<file path="config.mk">
export PLATFORM = sky130hd
export DESIGN_NAME = vu_meter_pwm_array_flat
export DESIGN_NICKNAME = d
export VERILOG_FILES = /design/src/rtl/vu_meter_pwm_array_if.sv /design/src/rtl/vu_meter_pwm_array.sv /design/src/flat_wrapper.sv
export SDC_FILE = /design/constraint.sdc
export NUM_CORES = 1
export LEC_CHECK = 0
export ABC_CLOCK_PERIOD_IN_PS = 10100
export BUFFER_PORTS_ARGS = -buffer_cell sky130_fd_sc_hd__buf_4
export CORE_MARGIN = 8
export CORE_UTILIZATION = 45
export DETAILED_ROUTE_END_ITERATION = 6
export SLEW_MARGIN = 20
export SYNTH_ARGS = -nofsm -noshare
export SYNTH_HDL_FRONTEND = slang
export SYNTH_SLANG_ARGS = --single-unit
</file>
<file path="constraint.sdc">
create_clock -name clk -period 10.1 [get_ports clk]
set_input_delay 1.01 -clock clk [delete_from_list [all_inputs] [get_ports clk]]
set_output_delay 1.01 -clock clk [all_outputs]
set_load 0.05 [all_outputs]
</file>
<file path="src/rtl/vu_meter_pwm_array_if.sv">
// Bus bundle for vu_meter_pwm_array.
// master: audio/control source (sample strobes, samples, mode, test level),
//         reads back the ballistic level and the PWM drive.
// slave : the VU meter driver itself.
//   data_en      per-channel single-cycle sample strobe
//   audio_enable high while audio plays; low clears measurement state
//   audio_signal channel i at [i*SAMPLE_W +: SAMPLE_W], two's complement
//   mode         0 average, 1 peak-hold, 2 test, 3 as 0
//   test_level   duty used by every channel in test mode
//   level        ballistic level per channel (readback)
//   vu_out       PWM drive per channel
interface vu_meter_pwm_array_if #(
  parameter int unsigned NUM_CH   = 2,
  parameter int unsigned SAMPLE_W = 8,
  parameter int unsigned PWM_RES  = 7
);
  logic [NUM_CH-1:0]          data_en;
  logic                       audio_enable;
  logic [NUM_CH*SAMPLE_W-1:0] audio_signal;
  logic [1:0]                 mode;
  logic [PWM_RES-1:0]         test_level;
  logic [NUM_CH*PWM_RES-1:0]  level;
  logic [NUM_CH-1:0]          vu_out;

  modport master (
    output data_en, audio_enable, audio_signal, mode, test_level,
    input  level, vu_out
  );

  modport slave (
    input  data_en, audio_enable, audio_signal, mode, test_level,
    output level, vu_out
  );
endinterface

</file>
<file path="src/rtl/vu_meter_pwm_array.sv">
// Multi-channel VU meter driver: rectify strobed samples, average over a
// power-of-two window, apply average or peak-hold/linear-release ballistics,
// and render each level as a frame-aligned PWM.
// Ports:
//   clk   system clock
//   reset asynchronous active-high, clears all state
//   bus   vu_meter_pwm_array_if slave (samples/control in, level/vu_out out)
module vu_meter_pwm_array #(
  parameter int unsigned NUM_CH   = 2,
  parameter int unsigned SAMPLE_W = 8,
  parameter int unsigned AVG_LOG2 = 4,
  parameter int unsigned PWM_RES  = 7,
  parameter int unsigned PWM_DIV  = 64
) (
  input  logic                 clk,
  input  logic                 reset,
  vu_meter_pwm_array_if.slave  bus
);

  localparam int unsigned MAG_W  = SAMPLE_W - 1;
  localparam int unsigned ACC_W  = MAG_W + AVG_LOG2;
  localparam int unsigned PRE_W  = $clog2(PWM_DIV);
  // Dropping AVG_LOG2 bits averages; dropping MAG_W-PWM_RES more keeps the MSBs.
  localparam int unsigned RAW_SH = AVG_LOG2 + MAG_W - PWM_RES;

  localparam logic [AVG_LOG2-1:0] WIN_LAST   = '1;
  localparam logic [PWM_RES-1:0]  FRAME_LAST = '1;
  localparam logic [PRE_W-1:0]    PRE_LAST   = PRE_W'(PWM_DIV - 1);
  localparam logic [1:0]          MODE_PEAK  = 2'd1;
  localparam logic [1:0]          MODE_TEST  = 2'd2;

  logic [SAMPLE_W-1:0]                 smp;
  logic [NUM_CH-1:0][MAG_W-1:0]        mag_c;
  logic [NUM_CH-1:0][MAG_W-1:0]        mag_q;
  logic [NUM_CH-1:0]                   mag_vld;
  logic [NUM_CH-1:0][ACC_W-1:0]        acc_q;
  logic [NUM_CH-1:0][AVG_LOG2-1:0]     win_cnt;
  logic [NUM_CH-1:0][ACC_W-1:0]        sum_c;
  logic [NUM_CH-1:0][PWM_RES-1:0]      raw_c;
  logic [NUM_CH-1:0][PWM_RES-1:0]      lvl_nxt_c;
  logic [NUM_CH-1:0][PWM_RES-1:0]      level_q;
  logic [PRE_W-1:0]                    prescaler;
  logic                                tick_c;
  logic [PWM_RES-1:0]                  frame_cnt;
  logic [NUM_CH-1:0][PWM_RES-1:0]      duty;
  logic [NUM_CH-1:0]                   vu_q;

  // Saturating rectifier: the most negative code maps to the largest magnitude.
  always_comb begin
    smp   = '0;
    mag_c = '0;
    for (int i = 0; i < NUM_CH; i++) begin
      smp = bus.audio_signal[i*SAMPLE_W +: SAMPLE_W];
      if (!smp[SAMPLE_W-1])
        mag_c[i] = smp[MAG_W-1:0];
      else if (smp[MAG_W-1:0] == '0)
        mag_c[i] = '1;
      else
        mag_c[i] = MAG_W'(~smp + SAMPLE_W'(1));
    end
  end

  // Magnitude stage; a strobe while audio is disabled never becomes valid.
  always_ff @(posedge clk or posedge reset) begin
    if (reset) begin
      mag_q   <= '0;
      mag_vld <= '0;
    end else begin
      mag_vld <= bus.data_en & {NUM_CH{bus.audio_enable}};
      for (int i = 0; i < NUM_CH; i++)
        if (bus.data_en[i] && bus.audio_enable) mag_q[i] <= mag_c[i];
    end
  end

  // Window sum, scaled level and ballistics target per channel.
  always_comb begin
    sum_c     = '0;
    raw_c     = '0;
    lvl_nxt_c = '0;
    for (int i = 0; i < NUM_CH; i++) begin
      sum_c[i]     = acc_q[i] + ACC_W'(mag_q[i]);
      raw_c[i]     = PWM_RES'(sum_c[i] >> RAW_SH);
      lvl_nxt_c[i] = raw_c[i];
      // Peak-hold releases by one step per window and stops at zero.
      if (bus.mode == MODE_PEAK && raw_c[i] <= level_q[i])
        lvl_nxt_c[i] = (level_q[i] != '0) ? level_q[i] - PWM_RES'(1) : '0;
    end
  end

  // Accumulate and update level at each window end; disable flushes everything.
  always_ff @(posedge clk or posedge reset) begin
    if (reset) begin
      acc_q   <= '0;
      win_cnt <= '0;
      level_q <= '0;
    end else if (!bus.audio_enable) begin
      acc_q   <= '0;
      win_cnt <= '0;
      level_q <= '0;
    end else begin
      for (int i = 0; i < NUM_CH; i++) begin
        if (mag_vld[i]) begin
          win_cnt[i] <= win_cnt[i] + AVG_LOG2'(1);
          if (win_cnt[i] == WIN_LAST) begin
            acc_q[i]   <= '0;
            level_q[i] <= lvl_nxt_c[i];
          end else begin
            acc_q[i] <= sum_c[i];
          end
        end
      end
    end
  end

  assign tick_c = (prescaler == PRE_LAST);

  // Shared PWM timebase; duty only reloads on the last tick of a frame.
  always_ff @(posedge clk or posedge reset) begin
    if (reset) begin
      prescaler <= '0;
      frame_cnt <= '0;
      duty      <= '0;
      vu_q      <= '0;
    end else begin
      prescaler <= tick_c ? '0 : prescaler + PRE_W'(1);
      if (tick_c) frame_cnt <= frame_cnt + PWM_RES'(1);
      for (int i = 0; i < NUM_CH; i++) begin
        if (tick_c && frame_cnt == FRAME_LAST)
          duty[i] <= (bus.mode == MODE_TEST) ? bus.test_level : level_q[i];
        vu_q[i] <= (frame_cnt < duty[i]);
      end
    end
  end

  assign bus.level  = level_q;
  assign bus.vu_out = vu_q;

endmodule

</file>
<file path="src/flat_wrapper.sv">
// flat-port wrapper written by rule: the top's interface ports become plain ports
module vu_meter_pwm_array_flat 
#(
  parameter int unsigned NUM_CH   = 2,
  parameter int unsigned SAMPLE_W = 8,
  parameter int unsigned AVG_LOG2 = 4,
  parameter int unsigned PWM_RES  = 7,
  parameter int unsigned PWM_DIV  = 64
)
  (clk, reset, bus_data_en, bus_audio_enable, bus_audio_signal, bus_mode, bus_test_level, bus_level, bus_vu_out);
  vu_meter_pwm_array_if #(.NUM_CH(NUM_CH), .SAMPLE_W(SAMPLE_W), .PWM_RES(PWM_RES)) bus_i ();
  input  logic clk;
  input  logic reset;
  input wire logic [$bits(bus_i.data_en)-1:0] bus_data_en;
  input wire logic [$bits(bus_i.audio_enable)-1:0] bus_audio_enable;
  input wire logic [$bits(bus_i.audio_signal)-1:0] bus_audio_signal;
  input wire logic [$bits(bus_i.mode)-1:0] bus_mode;
  input wire logic [$bits(bus_i.test_level)-1:0] bus_test_level;
  output wire logic [$bits(bus_i.level)-1:0] bus_level;
  output wire logic [$bits(bus_i.vu_out)-1:0] bus_vu_out;
  assign bus_i.data_en = bus_data_en;
  assign bus_i.audio_enable = bus_audio_enable;
  assign bus_i.audio_signal = bus_audio_signal;
  assign bus_i.mode = bus_mode;
  assign bus_i.test_level = bus_test_level;
  assign bus_level = bus_i.level;
  assign bus_vu_out = bus_i.vu_out;
  vu_meter_pwm_array #(.NUM_CH(NUM_CH), .SAMPLE_W(SAMPLE_W), .AVG_LOG2(AVG_LOG2), .PWM_RES(PWM_RES), .PWM_DIV(PWM_DIV)) u_core (.clk(clk), .reset(reset), .bus(bus_i));
endmodule
</file>
* Word level (Yosys, flattened, before mapping) *
Cells that the tools add are included.

operators by class
  add/subtract/negate cells = 10
  $lt $le $gt $ge = 4
  equal/unequal tests = 10
  mux-type cells = 24
  bitwise gates (word level) = 3
  reductions and logical operators = 11

operators with widths
  kind                   number
  $mux W7                14
  $mux W11               4
  $add A11 B7 Y11        2
  $mux W22               1
  $add A7 B1 Y7 const B  3
  $le A7 B7 Y1           2
  $logic_not A7 Y1       2
  $lt A7 B7 Y1           2
  $mux W14               1
  $not A7 Y7             2
  $reduce_bool A7 Y1     2
  $sub A7 B1 Y7 const B  2
  $add A4 B1 Y4 const B  2
  $eq A4 B4 Y1 const B   2
  $mux W4                2
  $mux W8                1
  $ne A2 B1 Y1 const B   4
  $eq A7 B7 Y1 const B   1
  $add A6 B1 Y6 const B  1
  $eq A6 B6 Y1 const B   1
  $mux W6                1
  $logic_and A1 B1 Y1    5
  $reduce_and A2 Y1      2
  $and A2 B2 Y2          1
  2 further kinds        2

storage, ports and cells
  flip-flop bits (word level) = 89
  output and inout bits = 16

* Longest topological paths before layout *
  depth in word-level cells = 7
  depth in mapped cells = 14
  mapped depth without buffers = 13

* Least setup slack after synthesis *
Ideal clock, no wire load.

  path type = register to register
  start = register u_core.acc_q[11] (netlist bit)
  end = register u_core.level_q (netlist bit u_core.bus.level[8])
  setup time = 126 ps
  arrival time = 3187 ps
  data required time = 9974 ps
  path slack = 6787 ps
  stages on the path, launching flop included = 14
  path buffers = 0
  clock period less this slack = 3313 ps
  cell sequence = dfrtp_1 > ha_1 > fa_1 > a211o_1 > a221oi_2 > o21ai_2 > xor2_1 > ha_1 > nand3_1 > nor2_1 > o21ai_1 > a31oi_4 > nor2_1 > a221o_1

between the ends
  cells in the longest elaborated chain, start to end = 7

RTL lines
  what                              line                       source
  start: declaration                vu_meter_pwm_array.sv:36   logic [NUM_CH-1:0][ACC_W-1:0] acc_q;
  start signal: indexed assignment  vu_meter_pwm_array.sv:108  acc_q[i] <= sum_c[i];
  $add A11 B7 Y11 (*)               vu_meter_pwm_array.sv:81   sum_c[i] = acc_q[i] + ACC_W'(mag_q[i]);
  $le A7 B7 Y1                      vu_meter_pwm_array.sv:85   if (bus.mode == MODE_PEAK && raw_c[i] <= level_q[i])
  $logic_and A1 B1 Y1               vu_meter_pwm_array.sv:85
  $mux W7 (*)                       vu_meter_pwm_array.sv:85
  $mux W7 (*)                       vu_meter_pwm_array.sv:104  if (win_cnt[i] == WIN_LAST) begin
  $mux W7 (*)                       vu_meter_pwm_array.sv:102  if (mag_vld[i]) begin
  $mux W14 (*)                      vu_meter_pwm_array.sv:96   end else if (!bus.audio_enable) begin
  end signal: indexed assignment    vu_meter_pwm_array.sv:106  level_q[i] <= lvl_nxt_c[i];
  end: declaration                  vu_meter_pwm_array.sv:41   logic [NUM_CH-1:0][PWM_RES-1:0] level_q;

Mark *: on every way between the ends. The rest lies on a longest branch, timed or not. The select of a mux whose other input is x is not followed.
A chain may end at the register's enable or synchronous reset.

* Worst setup path after layout *
  start = register u_core.mag_q[7] (netlist bit)
  end = register u_core.level_q (netlist bit u_core.bus.level[8])

between the ends
  cells in the longest elaborated chain, start to end = 7

RTL lines
  what                              line                       source
  start: declaration                vu_meter_pwm_array.sv:34   logic [NUM_CH-1:0][MAG_W-1:0] mag_q;
  start signal: indexed assignment  vu_meter_pwm_array.sv:71   if (bus.data_en[i] && bus.audio_enable) mag_q[i] <= mag_c[i];
  $add A11 B7 Y11 (*)               vu_meter_pwm_array.sv:81
  $le A7 B7 Y1                      vu_meter_pwm_array.sv:85
  $logic_and A1 B1 Y1               vu_meter_pwm_array.sv:85
  $mux W7 (*)                       vu_meter_pwm_array.sv:85
  $mux W7 (*)                       vu_meter_pwm_array.sv:104
  $mux W7 (*)                       vu_meter_pwm_array.sv:102
  $mux W14 (*)                      vu_meter_pwm_array.sv:96

Marked as above.

==> results.json <==
{
  "grt_busiest_layer": "met2",
  "r2r_slack_ns": 6.43,
  "syn_inst": 612,
  "met1_usage_pct": 21.6,
  "ys_warn_count": 0,
  "yosys_most_used_dff": "dfrtp_1",
  "initial_core_util_pct": 45.6,
  "grt_util_met3_pct": 3.52,
  "syn_area_um2": 5710,
  "ys_seq_area_share_pct": 39.0,
  "reg2reg_from": "u_core.mag_q[7]",
  "pin_count": 46,
  "final_max_slew_viol_count": 0,
  "outcome": "finished, final reports clean",
  "fill_cells": 1222,
  "crit_path_end": "u_core.bus.level[8]",
  "p_seq_share_pct": 37.6,
  "vias": 4477,
  "min_path_type": "reg2reg",
  "switching_share_pct": 35.4,
  "avgSynthCellArea_um2": 9.33,
  "power.density_nw_per_um2": 172,
  "synth_area_leaders": "dfrtp_1, ha_1, a21oi_1",
  "worst_pin_slew_ns": 0.792,
  "grtUsageMet2_pct": 25.5,
  "power.internal_uw": 723,
  "slew_headroom_pct": 47.0,
  "cts_resized": 0,
  "power_frac_clock_pct": 30.3,
  "cts_buffer_depth": 2,
  "first_pass_iters": 5,
  "maxCapViolations": 0,
  "startpoint_type": "flip-flop",
  "htree_num_levels": 3,
  "cts_buffers": 9,
  "crit_path_end_kind": "flip-flop",
  "antennaDiodeCount": 0,
  "skew_ns": 0.00549,
  "drive_above_1_share_pct": 13.1,
  "synth_edf_count": 0,
  "clock_latency_ns": 0.34,
  "instances_no_fill": 828,
  "crit_required_ns": 10.32,
  "drt_iter0_markers": 247,
  "grt_pass1_vias": 4562,
  "fin_crit_ns": 3.67,
  "finalSetupTns_ns": 0,
  "syn2layout_area_growth_pct": 13.7,
  "routed_wl_um": 12500,
  "grt_max_degree": 56,
  "path_class": "reg2reg",
  "synthArstFlopShare_pct": 100,
  "placedCellCount": 812,
  "vias_per_cell": 5.41,
  "hold_violations": 0,
  "grt_pass1_wl_um": 21700,
  "grt_use_total_pct": 16.2,
  "grt_remaining_overflow": 0,
  "max_freq_ghz": 0.272,
  "reg2regPathDepth": 13,
  "root_buffer": "clkbuf_16",
  "rsz0062_at_grt": "no",
  "syn-num-nets": 694,
  "ys_seq_elements": 89,
  "cp_data_arrival_time_ns": 3.89,
  "fin_nets": 733,
  "crit_path_start": "u_core.mag_q[7]",
  "switchingPower_uw": 396,
  "drc": 0,
  "postCtsSetupBuffers": 0,
  "fp.dieH_um": 129,
  "rows": 41,
  "vdd_drop_max_v": 0.000106,
  "tritoncts": "done",
  "place.detailed.hpwl_um": 9490,
  "cts.sinks": 89,
  "numPortBuffers": 45,
  "antenna_found_initial": 0,
  "die_x_um": 129,
  "leakage_nw": 3.07,
  "setup-violations-final": 0,
  "avgRoutedWirePerCell_um": 15.0,
  "synth_cell_type_count": 63,
  "core_area_um2": 12500,
  "design.die.area_um2": 16500,
  "post-synth-top-area-cell": "dfrtp_1",
  "reg2reg_to": "u_core.bus.level[8]",
  "synthDominantCellAreaShare_pct": 39.0,
  "cp_max_fo": 10,
  "ant_nets": 0,
  "cts_hold_buf": 0,
  "gp_congestion": 0.875,
  "comb_power_share_pct": 32.1,
  "period_share_pct": 36.3,
  "path_clk_slew_ns": 0.07
}
==> layout by cell type (no fill, tap or decap), types with 3 or more instances in the layout <==
cell type	count
a221o_1	4
nor3b_1	4
clkbuf_16	9
nor2_1	59
a31oi_1	3
a21oi_1	47
buf_4	46
clkinvlp_4	3
or3_1	5
xnor2_1	22
nor2b_1	8
o211ai_1	4
and2_1	12
mux2i_1	12
o21ai_0	38
a21o_1	12
a22o_1	8
o21ai_1	3
inv_1	40
nand3_1	14
ha_1	50
nand2b_1	3
a211o_1	3
xor2_1	19
a211oi_1	14
dfrtp_1	89
nand2_1	47
o211a_1	4
nor3_1	7
o31ai_1	5
nand4_1	14
and3_1	6
==> cells in the mapped netlist (5+ instances only) <==
cell	count
dfrtp_1	89
nor2_1	59
ha_1	50
a21oi_1	47
nand2_1	47
inv_1	41
o21ai_0	38
xnor2_1	22
xor2_1	19
a211oi_1	14
nand3_1	14
nand4_1	14
a21o_1	12
and2_1	12
mux2i_1	12
clkbuf_1	9
a22o_1	8
nor2b_1	8
nor3_1	7
and3_1	6
buf_2	5
o31ai_1	5
or3_1	5
==> power by group through the flow <==
| stage | sequential (mW) | combinational (mW) | clock, mW |
|---|---|---|---|
| 2_1_floorplan | 0.436 | 0.259 | 0 |
| 3_3_place_gp | 0.426 | 0.348 | 0 |
| 3_5_place_dp | 0.427 | 0.359 | 0 |
| 4_1_cts | 0.421 | 0.361 | 0.348 |
| 5_1_grt | 0.426 | 0.405 | 0.362 |
| 6_report | 0.421 | 0.359 | 0.339 |
==> critical path, stage by stage (launching register included) <==
cell and delay [ns]:
dfrtp_1 0.39, ha_1 0.23, fa_1 0.44, a211o_1 0.35, a221oi_2 0.32, o21ai_2 0.13, xor2_1 0.19, ha_1 0.33
nand3_1 0.09, nor2_1 0.10, o21ai_1 0.11, a31oi_4 0.36, nor2_1 0.13, a221o_1 0.37
==> metrics by stage <==
step                area (um^2)  utilization (%)  power (mW)  hold slack [ns]  setup WS, ns
global route               6490             51.8        1.19            0.517          6.22
floorplan                  5710                -       0.695            0.445          6.78
global placement           6180             49.4       0.774            0.465          6.44
CTS                        6480             51.8        1.13            0.480          6.30
finish                     6490             51.8        1.12            0.481          6.43
detailed placement         6180             49.4       0.786            0.474          6.35
==> cells by family after synthesis <==
family	synth area share, %
DFF	39.0
adders and majority gates	11.7
AOI/OAI and AO/OA	18.9
xor gates and xnor gates	6.57
muxes	2.50
and+or+nand+nor	16.9
buffers and inverters	4.45
==> area by class of cell <==
class	count	area (um^2)	area share (%)
Clock buffer	9	225	3.47
Sequential cell	89	2230	34.3
Multi-Input combinational cell	462	3230	49.8
Timing Repair Buffer	46	345	5.32
Clock inverter	7	78.8	1.21
Inverter	43	163	2.51
Tap cell	172	215	3.32
==> flip-flops by register name, indices dropped and copies added (netlist names) <==
register and flops:
u_core.acc_q 22, u_core.mag_vld 2, u_core.win_cnt 8, u_core.duty 14, u_core.frame_cnt 7, u_core.mag_q 14
u_core.bus.level 14, u_core.prescaler 6, u_core.bus.vu_out 2
==> metal layers <==
layer	routed length, um	vias up
met1	6130	2146
met4	215	0
met2	5650	72
met3	458	13
met5	0	-
li1	-	2246
==> how the worst min path moves through the flow <==
stage,start,to,slack [ns],cells past startpoint
3_3_place_gp,u_core.duty[0],u_core.duty[0],0.46,2
6_report,u_core.prescaler[5],u_core.prescaler[5],0.48,1
3_5_place_dp,u_core.prescaler[5],u_core.prescaler[5],0.47,1
5_1_grt,u_core.acc_q[14],u_core.acc_q[14],0.52,2
4_1_cts,u_core.prescaler[5],u_core.prescaler[5],0.48,1
2_1_floorplan,u_core.prescaler[5],u_core.prescaler[5],0.44,1
(Power assumes the default switching activity.)
